$ cat config.mk
export PLATFORM = sky130hd
export DESIGN_NAME = pipe_cla_adder
export DESIGN_NICKNAME = d
export VERILOG_FILES = /design/src/rtl/pipe_cla_adder.sv
export SDC_FILE = /design/constraint.sdc
export NUM_CORES = 1
export LEC_CHECK = 0
export CAP_MARGIN = 20
export CORE_UTILIZATION = 47
export DETAILED_ROUTE_END_ITERATION = 16
export PLACE_DENSITY = 0.7
export SYNTH_ARGS = -nofsm -noshare
export SYNTH_HDL_FRONTEND = slang
export SYNTH_SLANG_ARGS = --single-unit
export TNS_END_PERCENT = 100
$ cat constraint.sdc
create_clock -name clk -period 2.1 [get_ports clk]
set_input_delay 0.63 -clock clk [delete_from_list [all_inputs] [get_ports clk]]
set_output_delay 0.63 -clock clk [all_outputs]
set_load 0.01 [all_outputs]
$ cat src/rtl/pipe_cla_adder.sv
// ---------------------------------------------------------------------------
// pipe_cla_adder
//
// Pipelined carry-lookahead adder. The NBIT-wide operands are split into NSEG
// segments of W = NBIT/NSEG bits. Stage k adds segment k with a lookahead
// carry network, seeded by the carry registered in stage k-1 (cin for
// stage 0). Operands travel down the pipe with their operation so each stage
// can find its segment. Finished lower sum segments travel alongside, so the
// whole sum leaves the last stage in one cycle.
//
// A single advance enable (en = out_ready | ~out_valid) moves every stage
// together. Empty slots flow through as bubbles. A result that is stalled at
// the output stays stable.
//
// Optional feature: define ADDER_OVF_EN to add the 'ovf' output. This is
// two's-complement signed overflow, aligned with 's'.
//
// Parameters
//   NBIT  operand / sum width (default 32)
//   NSEG  carry segments = pipeline stages (default 4); NBIT % NSEG == 0
//
// Ports
//   clk        clock, rising edge
//   rst_n      asynchronous active-low reset
//   a, b, cin  operands and carry-in
//   in_valid   operand set valid
//   in_ready   block accepts an operand set this cycle
//   s, cout    sum and carry-out of bit NBIT-1
//   ovf        signed overflow (only with ADDER_OVF_EN)
//   out_valid  s / cout valid
//   out_ready  downstream accepts the result
// ---------------------------------------------------------------------------
module pipe_cla_adder #(
   parameter int NBIT = 32,
   parameter int NSEG = 4
) (
   input  logic            clk,
   input  logic            rst_n,
   input  logic [NBIT-1:0] a,
   input  logic [NBIT-1:0] b,
   input  logic            cin,
   input  logic            in_valid,
   output logic            in_ready,
   output logic [NBIT-1:0] s,
   output logic            cout,
`ifdef ADDER_OVF_EN
   output logic            ovf,
`endif
   output logic            out_valid,
   input  logic            out_ready
);

   localparam int W = NBIT / NSEG;

   // Stage registers: index k is the output of stage k.
   logic [NBIT-1:0] a_q [NSEG];
   logic [NBIT-1:0] b_q [NSEG];
   logic [NBIT-1:0] s_q [NSEG];
   logic [NSEG-1:0] c_q;
   logic [NSEG-1:0] v_q;

   // Stage inputs (what stage k sees) and next-state values.
   logic [NBIT-1:0] a_src [NSEG];
   logic [NBIT-1:0] b_src [NSEG];
   logic [NBIT-1:0] s_src [NSEG];
   logic [NBIT-1:0] s_nx  [NSEG];
   logic [NSEG-1:0] c_src;
   logic [NSEG-1:0] v_src;
   logic [NSEG-1:0] c_nx;

   // Lookahead scratch, reused for every stage inside the combinational loop.
   logic [W-1:0]    g;
   logic [W-1:0]    p;
   logic [W:0]      cc;     // cc[i] = carry into bit i of the segment
   logic            grp_g;  // group generate of bits [i:0]
   logic            grp_p;  // group propagate of bits [i:0]

`ifdef ADDER_OVF_EN
   logic            ovf_nx;
   logic            ovf_q;
`endif

   logic            en;

   assign out_valid = v_q[NSEG-1];
   assign s         = s_q[NSEG-1];
   assign cout      = c_q[NSEG-1];
   assign en        = out_ready | ~out_valid;
   assign in_ready  = en;

   // Stage 0 takes the ports. Every later stage takes its predecessor's registers.
   always_comb begin : src_sel
      // NOTE: every combinational output gets a default before any
      // conditional or looped assignment, so no latch can be inferred.
      c_src    = '0;
      v_src    = '0;
      a_src[0] = a;
      b_src[0] = b;
      s_src[0] = '0;
      c_src[0] = cin;
      v_src[0] = in_valid;
      for (int k = 1; k < NSEG; k++) begin
         a_src[k] = a_q[k-1];
         b_src[k] = b_q[k-1];
         s_src[k] = s_q[k-1];
         c_src[k] = c_q[k-1];
         v_src[k] = v_q[k-1];
      end
   end

   // Per-segment carry lookahead. Each carry is written as the group
   // generate, or the group propagate ANDed with the segment carry-in:
   // c[i+1] = G[i:0] | (P[i:0] & c_in).
   always_comb begin : cla
      g     = '0;
      p     = '0;
      cc    = '0;
      grp_g = 1'b0;
      grp_p = 1'b1;
      c_nx  = '0;
`ifdef ADDER_OVF_EN
      ovf_nx = 1'b0;
`endif
      for (int k = 0; k < NSEG; k++) begin
         g     = a_src[k][k*W +: W] & b_src[k][k*W +: W];
         p     = a_src[k][k*W +: W] ^ b_src[k][k*W +: W];
         cc[0] = c_src[k];
         grp_g = 1'b0;
         grp_p = 1'b1;
         for (int i = 0; i < W; i++) begin
            grp_g   = g[i] | (p[i] & grp_g);
            grp_p   = grp_p & p[i];
            cc[i+1] = grp_g | (grp_p & c_src[k]);
         end
         s_nx[k]             = s_src[k];
         s_nx[k][k*W +: W]   = p ^ cc[W-1:0];
         c_nx[k]             = cc[W];
`ifdef ADDER_OVF_EN
         // Signed overflow is the carry into the MSB XOR the carry out of it.
         if (k == NSEG-1) ovf_nx = cc[W-1] ^ cc[W];
`endif
      end
   end

   always_ff @(posedge clk or negedge rst_n) begin
      if (!rst_n) begin
         // NOTE: the stage arrays are plain pipeline registers, not a RAM.
         // Clearing them on reset is what makes s = 0 while in reset.
         for (int k = 0; k < NSEG; k++) begin
            a_q[k] <= '0;
            b_q[k] <= '0;
            s_q[k] <= '0;
         end
         c_q <= '0;
         v_q <= '0;
      end else if (en) begin
         // NOTE: sequential state uses non-blocking assignments, so all
         // stages sample their predecessor's old value on the same edge.
         for (int k = 0; k < NSEG; k++) begin
            a_q[k] <= a_src[k];
            b_q[k] <= b_src[k];
            s_q[k] <= s_nx[k];
         end
         c_q <= c_nx;
         v_q <= v_src;
      end
   end

`ifdef ADDER_OVF_EN
   always_ff @(posedge clk or negedge rst_n) begin
      if (!rst_n) begin
         ovf_q <= 1'b0;
      end else if (en) begin
         ovf_q <= ovf_nx;
      end
   end

   assign ovf = ovf_q;
`endif

endmodule
==> metrics.txt, run 1 <==
compound-cell area share of the yosys netlist=0.0642; Worst R2R End=s_nx[47]; Starting DRT DRC Count=approximately 340; Longest Clk Path Bufs=2; Worst-Margin Slew=585 ps; # rows=47; static leakage=around 5 nW; Simple-Gate Fraction of Synth Area=0.241; Post-synth EDFFs=0; core area=about 0.017 mm²; asr flop ratio synth=1.00; final net count=about 1.1k; clk slew on worst S/H paths=around 70 ps; initial antenna violation count=0; GRT Residual Overflow=0; power share of the clock group=0.227; worst hold path type=input pin to async pin; Worst path depth=4; crit path buf inv count=3; via count=roughly 5.8k; gr usage total=0.188; Unique masters post-synth=25; final hold violation count=0; Mean Syn Cell Area=9.13 µm²; Detail Route Antenna Nets=0; CP peak stage delay=~280 ps; multiplexer share of the synthesized area=0; crit-path cells=dlygate4sd2_1, nor2b_4, inv_6, dlygate4sd2_1; RSZ-0062 raised after global routing=no; #FFs+latches synth=roughly 180; crit path DAT=between 1000 and 1500 ps; Die Height=approximately 130 µm; CTS H-tree depth=4; DIE AREA=roughly 0.017 mm²; reg2reg path depth=6; io pins=approximately 100; Syn Std Cell Area=approximately 0.0080 mm²; fin crit period=roughly 2000 ps; crit path capture=in_ready; area of the multi-input gates=approximately 0.0032 mm²; vias in the first global route=around 5.6k; final wirelength=14.9 mm; DR WL/cell=~12 µm; CTS root buf=clkbuf_16; layout cell share with drive strength beyond 1=0.0698; fmax=roughly 0.5 GHz; Worst-Skew Late Latency=about 430 ps; Final Slew Violations=0; Reg-to-Reg Start=a_q[104]; Post-Layout Cell Count=approximately 1.2k; Worst Setup SP=out_ready; sw power=5.10 mW; die width=about 130 µm; Max-slew headroom=0.610; Port-buffer cells=around 100; Placed Cells=about 1.2k; delay-heaviest family, CP=buffers and inverters; Crit. End Element=output port; Max-Cap Viols=0; setup TNS=0 ps; area of placed instances=approximately 0.0093 mm²; # fillers=around 1.5k; Logic pwr share=0.364; status=finished clean; critical path's slowest cell=dlygate4sd2_1; prevailing post-synth register cell=dfrtp_1; first-pass GRT wire length=approximately 26 mm; Final setup viols=0; Reg area=0.00460 mm²; Placer Congestion=about 0.79; ANT cells=0; startpoint types=input pin; CP most frequent cell=dlygate4sd2_1; drt pass-1 iters=4; layout overhead on the synthesized area=24.8%; crit path kind=input pin to output port; PwrDens=between 1000 and 1500 mW/mm²; Reg2Reg Setup Slack=between 150 and 200 ps; maximum vdd drop=~900 µV; sequential share of power=0.408; routed vias/inst=4.76; largest net degree at the start of global routing=about 150; largest family of logic cells by synthesized area=simple AND/OR/NAND/NOR gates; Worst Path Max Fanout=2; postcts setup bufs=0; final instance area=about 0.01 mm²; Synthesized Nets=978; DRC=0; number of buffers created by CTS=17; Tcrit/Tclk final=0.980; Post-Synth XOR/XNOR Area=0.0308; Switching Share=0.348; Initial Utilization=0.480; hold buffer count at cts=0; Final HPWL DP=slightly below 10 mm; Syn Inst Count=roughly 870; Syn. warnings=0; Power Internal=9.56 mW; CTS tree=yes; Synth Area in Adders=0.0603; clock sinks=184; Seq/Total Area, Yosys=0.578; clock skew=between 7 and 8 ps; Required @ worst endpoint=~1500 ps
==> routing by layer <==
metal  global-route usage  share of wire  wire (µm)
met1                0.253           0.48       7140
met2                0.295           0.47       7070
met3               0.0469          0.034        511
met4               0.0683          0.013        197
met5                    0              0          0
==> layout make-up <==
class,count,share of cell area
clock inverter,12,0.0177
inverter,1,0.000881
sequential,184,0.463
timing repair buffer,126,0.127
clock buffer,19,0.0445
multi-input combinational,647,0.319
tap,220,0.0277
==> power by group through the flow <==
stage	Combinational (mW)	Clock (mW)	Sequential (mW)
global placement	5.24	0	6.01
CTS	5.44	3.40	6.01
global route	6.11	3.55	6.19
finish	5.34	3.33	5.98
detailed placement	5.39	0	6.06
floorplan	3.64	0	5.97
==> flip-flops by register name, indices dropped and copies added, names as in the netlist <==
signal,flops
c_q,4
v_q,4
s_nx,48
b_q,48
a_q,48
s,32
==> cell families (layout without fill, tap and decap cells) <==
logic type,count (synthesis),count (layout)
AO/OA/AOI/OAI,76,76
XOR/XNOR,28,28
adder cells (fa/ha/maj),36,36
buffers and inverters,42,158
flip-flops,184,184
AND/OR/NAND/NOR,507,507
==> synthesized netlist by cell type (4+ instances only) <==
master    count  area [µm²]
a31oi_1       4        25.0
fa_1          4        80.1
clkbuf_1      6        22.5
dfrtp_1     184        4600
xor2_1       20         175
buf_2        33         165
o22ai_1       4        25.0
ha_1         32         400
a21oi_1      24         120
xnor2_1       8        70.1
nand2_1     473        1780
nor3_1        4        20.0
a21o_1        7        52.6
nor2_1       24        90.1
o21bai_1      4        30.0
a41oi_2       4        65.1
o21ai_2       4        35.0
o21ai_0      20         100
nand2b_1      5        31.3
a211oi_2      4        50.1
==> stage by stage <==
stage	hold slack (ps)	worst slack (ps)	util	power, mW
2_1_floorplan	334	226	-	9.61
3_3_place_gp	444	-353	0.562	11.3
3_5_place_dp	454	-365	0.562	11.5
4_1_cts	169	33.5	0.600	14.8
5_1_grt	187	30.2	0.600	15.9
6_report	162	41.8	0.600	14.7
==> placed cells by master (no fill, tap or decap), types with 7 or more instances in the layout <==
cell	n
buf_4	18
o21ai_0	20
ha_1	32
a21o_1	7
nor2_1	24
clkbuf_16	17
a21oi_1	24
xor2_1	20
xnor2_1	8
clkdlybuf4s50_1	100
nand2_1	473
dfrtp_1	184
==> worst min path at each step <==
stage          slack, ps       end    from
5_1_grt              190  s_nx[32]   rst_n
6_report             160  s_nx[32]   rst_n
2_1_floorplan        330  a_q[104]   rst_n
4_1_cts              170  s_nx[32]   rst_n
3_3_place_gp         440    v_q[2]  v_q[2]
3_5_place_dp         450    v_q[3]  v_q[2]
==> worst reg2reg max path: cells and delay by family, from the launching register on <==
kind	cells	cell delay, ps
AO/OA/AOI/OAI	4	820
XOR/XNOR	1	180
adder cells (fa/ha/maj)	1	340
flip-flops	1	430
==> repair_timing <==
| action | 4_1_cts | 5_1_grt |
|---|---|---|
| endpoints found under the setup margin | 1 | 0 |
| endpoints found under the hold margin | 0 | 0 |
| gates resized for setup | 2 | 0 |
Note: power is estimated with default switching activity, not from simulation.
==> inputs of run 2 (changes only) <==
- ABC_AREA: unset -> 1
- PLACE_DENSITY: 0.7 -> 0.69
==> run 2 against run 1 <==
Effect of this change:
- die area grew 2.8%
- final cell count grew 7.4%
- register-to-register slack gained 90 ps
- clock skew shrank 0.95 ps
- clock power grew 4%
- sequential share of layout area shrank 2.2 points
- count of clock-buffer cells in the layout grew 3
==> metrics.txt, run 2 <==
Final HPWL DP=between 10 and 15 mm; crit-path cells=clkdlybuf4s50_1, nor2_4, inv_4, buf_12; final wirelength=approximately 16 mm; Initial Utilization=0.487; final hold violation count=0; Power Internal=9.74 mW; clock sinks=roughly 180; Syn Inst Count=around 960; Final setup viols=0; CTS H-tree depth=4; final net count=1171; Seq/Total Area, Yosys=0.562; power share of the clock group=0.230; critical path's slowest cell=clkdlybuf4s50_1; Starting DRT DRC Count=roughly 360; Required @ worst endpoint=1470 ps; RSZ-0062 raised after global routing=no; crit path kind=input pin to output port; PwrDens=1430 mW/mm²; fmax=between 0.4 and 0.5 GHz; io pins=between 100 and 150; static leakage=5.34 nW; hold buffer count at cts=0; CP peak stage delay=450 ps; gr usage total=0.196; CTS tree=yes; clk slew on worst S/H paths=60 ps; Max-Cap Viols=0; DIE AREA=approximately 0.018 mm²; crit path DAT=between 1000 and 1500 ps; core area=approximately 0.017 mm²; clock skew=just under 7 ps; prevailing post-synth register cell=dfrtp_1; Unique masters post-synth=23; Syn Std Cell Area=just over 0.008 mm²; Detail Route Antenna Nets=0; sw power=between 5 and 6 mW; DRC=0; sequential share of power=0.395; leading cell type in the layout, fill and taps excluded=nand2_1; Mean Syn Cell Area=8.58 µm²; layout overhead on the synthesized area=27.5%; routed vias/inst=4.74; GRT Residual Overflow=0; final design utilization=0.621; startpoint types=input pin; Yosys top cell area share=0.562; initial antenna violation count=0; layout cell share with drive strength beyond 1=0.0945; commonest non-fill, non-tap cells in the layout=nand2_1 (436), dfrtp_1 (184), clkdlybuf4s50_1 (97); Port-buffer cells=103; Post-Layout Cell Count=~1.3k; ANT cells=0; Synthesized Nets=about 1.1k; Tcrit/Tclk final=0.977; first-pass GRT wire length=between 20 and 30 mm; Worst-Margin Slew=321 ps; Max-slew headroom=0.786; maximum vdd drop=around 750 µV; Final Slew Violations=0; most frequent cell after synthesis=nand2_1; Placer Congestion=roughly 0.82; top cells by area, synth=dfrtp_1 (56%), nand2_1 (20%), o21ai_0 (5.0%); Die Height=134 µm; Switching Share=0.349; Post-synth EDFFs=0; Logic pwr share=0.374; status=finished clean; Longest Clk Path Bufs=2; via count=6158; worst hold path type=input pin to async pin; DR WL/cell=~12 µm; Worst Path Max Fanout=2; number of buffers created by CTS=17; Synth top cells by count=nand2_1 (436), dfrtp_1 (184), o21ai_0 (82); Yosys top cell by area=dfrtp_1; # rows=47; die width=between 100 and 150 µm; fin crit period=between 2000 and 2500 ps; largest net degree at the start of global routing=59; Placed Cells=1267; vias in the first global route=a little under 6k; asr flop ratio synth=1.00; CTS root buf=clkbuf_16; Crit. End Element=output port; Worst-Skew Late Latency=~420 ps; #FFs+latches synth=around 180; final hold slack=around 120 ps; drt pass-1 iters=4; Syn. warnings=0
run 2: changes by cell type after synthesis, sizes merged, moves of 14 or more:
cell	previous run	this run
nand2	473	459
nand3	0	29
a21oi	24	0
xor2	20	1
clkbuf	6	31
o21ai	24	88
inv	1	73
buf	35	9
run 2: final cells by class:
class                      count  area [µm²]
sequential                   184        4600
clock buffer                  22         484
tap                          220         275
inverter                      73         277
clock inverter                10         166
fill                        1473        6380
timing repair buffer         132        1440
multi-input combinational    658        3200
run 2: worst max-delay path: cells and delay by family:
kind | cells | cell delay, ps
buffers and inverters | 3 | 640
and+or+nand+nor | 1 | 150
run 2: cell families after synthesis:
group / share of synthesized area
xor gates and xnor gates: 0.0118
adders and majority gates: 0.0587
buffers and inverters: 0.0533
AOI/OAI and AO/OA: 0.0585
DFF: 0.562
and+or+nand+nor: 0.256
run 2: final timing paths:
path | depth (start not counted) | slack (ps) | startpoint | end
setup / recovery | 4 | 50 | out_ready | in_ready
hold / removal | 1 | 120 | rst_n | a_q[117]
setup reg to reg | 15 | 270 | a_q[81] | s_nx[23]
hold reg to reg | 2 | 460 | s_nx[2] | s[2]
max in group asynchronous | 2 | 1420 | rst_n | s_nx[70]
min in group clk | 2 | 460 | s_nx[2] | s[2]
run 2: metrics by stage:
stage	setup TNS, ps	power, mW	worst slack, ps	instance area [µm²]
finish	0	15.0	47.5	10400
global route	0	16.2	9.10	10400
CTS	0	15.1	14.7	10400
detailed placement	-1570	11.6	-311	9740
global placement	-1350	11.5	-280	9740
floorplan	0	9.50	194	8190
run 2: metal layers:
| metal | vias up | routed length (µm) | track usage |
|---|---|---|---|
| met5 | - | 0 | 0 |
| met4 | 0 | 232 | 0.0655 |
| met3 | 18 | 455 | 0.0367 |
| met2 | 94 | 7380 | 0.309 |
| met1 | 2857 | 7970 | 0.274 |
| li1 | 3189 | - | - |
run 2: what timing repair did:
| action | in CTS | in global routing |
|---|---|---|
| endpoints found under the setup margin | 0 | 4 |
| gates resized for setup | 0 | 9 |
| buffers inserted | 0 | 0 |
run 2: power by group through the flow:
| stage | logic (mW) | registers, mW | clock network (mW) |
|---|---|---|---|
| 2_1_floorplan | 3.60 | 5.90 | 0 |
| 3_3_place_gp | 5.53 | 5.94 | 0 |
| 3_5_place_dp | 5.62 | 5.97 | 0 |
| 4_1_cts | 5.69 | 5.93 | 3.53 |
| 5_1_grt | 6.46 | 6.11 | 3.66 |
| 6_report | 5.60 | 5.91 | 3.45 |
==> inputs of run 3 (changes only) <==
- CORE_UTILIZATION: 47 -> 45
- PLACE_DENSITY: 0.69 -> 0.67
==> run 3 against run 2 <==
Effect of this change:
- first-iteration DRC count up 0.85%
- die area up 4.4%
- sequential power about the same
- via count down 0.78%
- critical path depth down 3
- register-to-register slack worse by 40 ps
- count of clock-buffer cells in the layout down 1
==> metrics.txt, run 3 (synthesis gave the netlist of run 2 again) <==
Final HPWL DP=between 10 and 15 mm; Placed Cells=about 1.3k; crit path kind=flop to output port; Starting DRT DRC Count=roughly 360; startpoint types=flop; Worst Path Max Fanout=2; # rows=48; Worst-Margin Slew=637 ps; delay-heaviest family, CP=buffers and inverters; ANT cells=0; CTS root buf=clkbuf_16; clock sinks=184; largest net degree at the start of global routing=150; Placer Congestion=approximately 0.8; CTS H-tree depth=4; Tcrit/Tclk final=0.963; layout overhead on the synthesized area=25.4%; final wirelength=around 16 mm; Final Slew Violations=0; first-pass GRT wire length=approximately 28 mm; DIE AREA=0.0187 mm²; static leakage=around 5.3 nW; Post-Layout Cell Count=between 1k and 1.5k; clk slew on worst S/H paths=60 ps; DRC=0; CTS tree=yes; leading cell type in the layout, fill and taps excluded=nand2_1; crit-path cells=clkdlybuf4s50_1; number of buffers created by CTS=17; drt pass-1 iters=5; maximum vdd drop=between 600 and 700 µV; final hold violation count=0; GRT Residual Overflow=0; Required @ worst endpoint=1470 ps; core area=around 0.018 mm²; worst hold path type=input pin to async pin; Final setup viols=0; clock skew=approximately 7.9 ps; area of placed instances=0.00962 mm²; hold buffer count at cts=0; layout cell share with drive strength beyond 1=0.0902; Crit. End Element=output port; total power draw=14.7 mW; Reg area=0.00460 mm²; initial antenna violation count=0; setup TNS=0 ps; routed vias/inst=around 4.7; Initial Utilization=0.467; Detail Route Antenna Nets=0; critical path's slowest cell=clkdlybuf4s50_1; crit path buf inv count=1; final instance area=0.0103 mm²; fin crit period=~2000 ps; Worst-Skew Late Latency=roughly 430 ps; die width=~140 µm; fmax=0.495 GHz; via count=about 6.1k; io pins=roughly 100; Die Height=137 µm; gr usage total=0.190; area of the multi-input gates=roughly 0.0032 mm²; # fillers=approximately 1.6k; DR WL/cell=around 12 µm; PwrDens=1430 mW/mm²; Max-slew headroom=0.575; final net count=1167; final design utilization=0.586; Port-buffer cells=approximately 100; Longest Clk Path Bufs=2; Max-Cap Viols=0; vias in the first global route=between 5k and 6k; status=finished clean; commonest non-fill, non-tap cells in the layout=nand2_1 (435), dfrtp_1 (184), clkdlybuf4s50_1 (98); crit path DAT=approximately 1400 ps; CP peak stage delay=560 ps
run 3: changes by cell type in the layout (fill, tap and decap cells not counted), moves of 2 or more:
cell            previous run  this run
dlymetal6s2s_1             4         2
clkinv_2                   1         3
ha_1                      29        31
buf_4                     16        18
ha_4                       3         1
buf_12                    14         7
run 3: metrics by stage:
step	hold slack, ps	setup slack (ps)
floorplan	334	194
global placement	450	-349
detailed placement	453	-343
CTS	160	50.6
global route	176	-1.24
finish	160	78.2
run 3: report_power, final:
group | internal (mW) | switching, mW
clock network | 1.97 | 1.33
logic | 2.39 | 3.05
registers | 5.08 | 0.835
total | 9.44 | 5.22
run 3: final timing paths:
path                         start        to  slack (ps)  depth (start not counted)
max                          s[17]     s[17]          80                          1
min                          rst_n  s_nx[20]         160                          1
max reg2reg                b_q[81]  s_nx[21]         230                         12
min reg2reg                s_nx[6]      s[6]         460                          2
max in group asynchronous    rst_n   a_q[57]        1400                          2
min in group clk           s_nx[6]      s[6]         460                          2
run 3: final cells by class:
| type | instances | area share |
|---|---|---|
| clock inverter | 11 | 0.0143 |
| clock buffer | 21 | 0.0458 |
| inverter | 73 | 0.0269 |
| multi-input combinational | 658 | 0.309 |
| sequential | 184 | 0.448 |
| tap | 225 | 0.0274 |
| timing repair buffer | 128 | 0.128 |
run 3: worst register-to-register path, delay by kind of cell (launching register included):
kind                     cells  cell delay, ps
AND/OR/NAND/NOR             10             900
flip-flops                   1             400
adder cells (fa/ha/maj)      1             340
AO/OA/AOI/OAI                1             100
run 3: routing by layer:
metal / track usage / part of all wire
met4: 0.0604 / 0.011
met2: 0.296 / 0.47
met3: 0.0367 / 0.030
met1: 0.267 / 0.49
met5: 0 / 0
run 3: what timing repair did:
item                                    in CTS  in global routing
pin swaps                                    1                  6
resized for setup                            4                  6
buffers inserted                             0                  1
endpoints found under the setup margin       1                  2
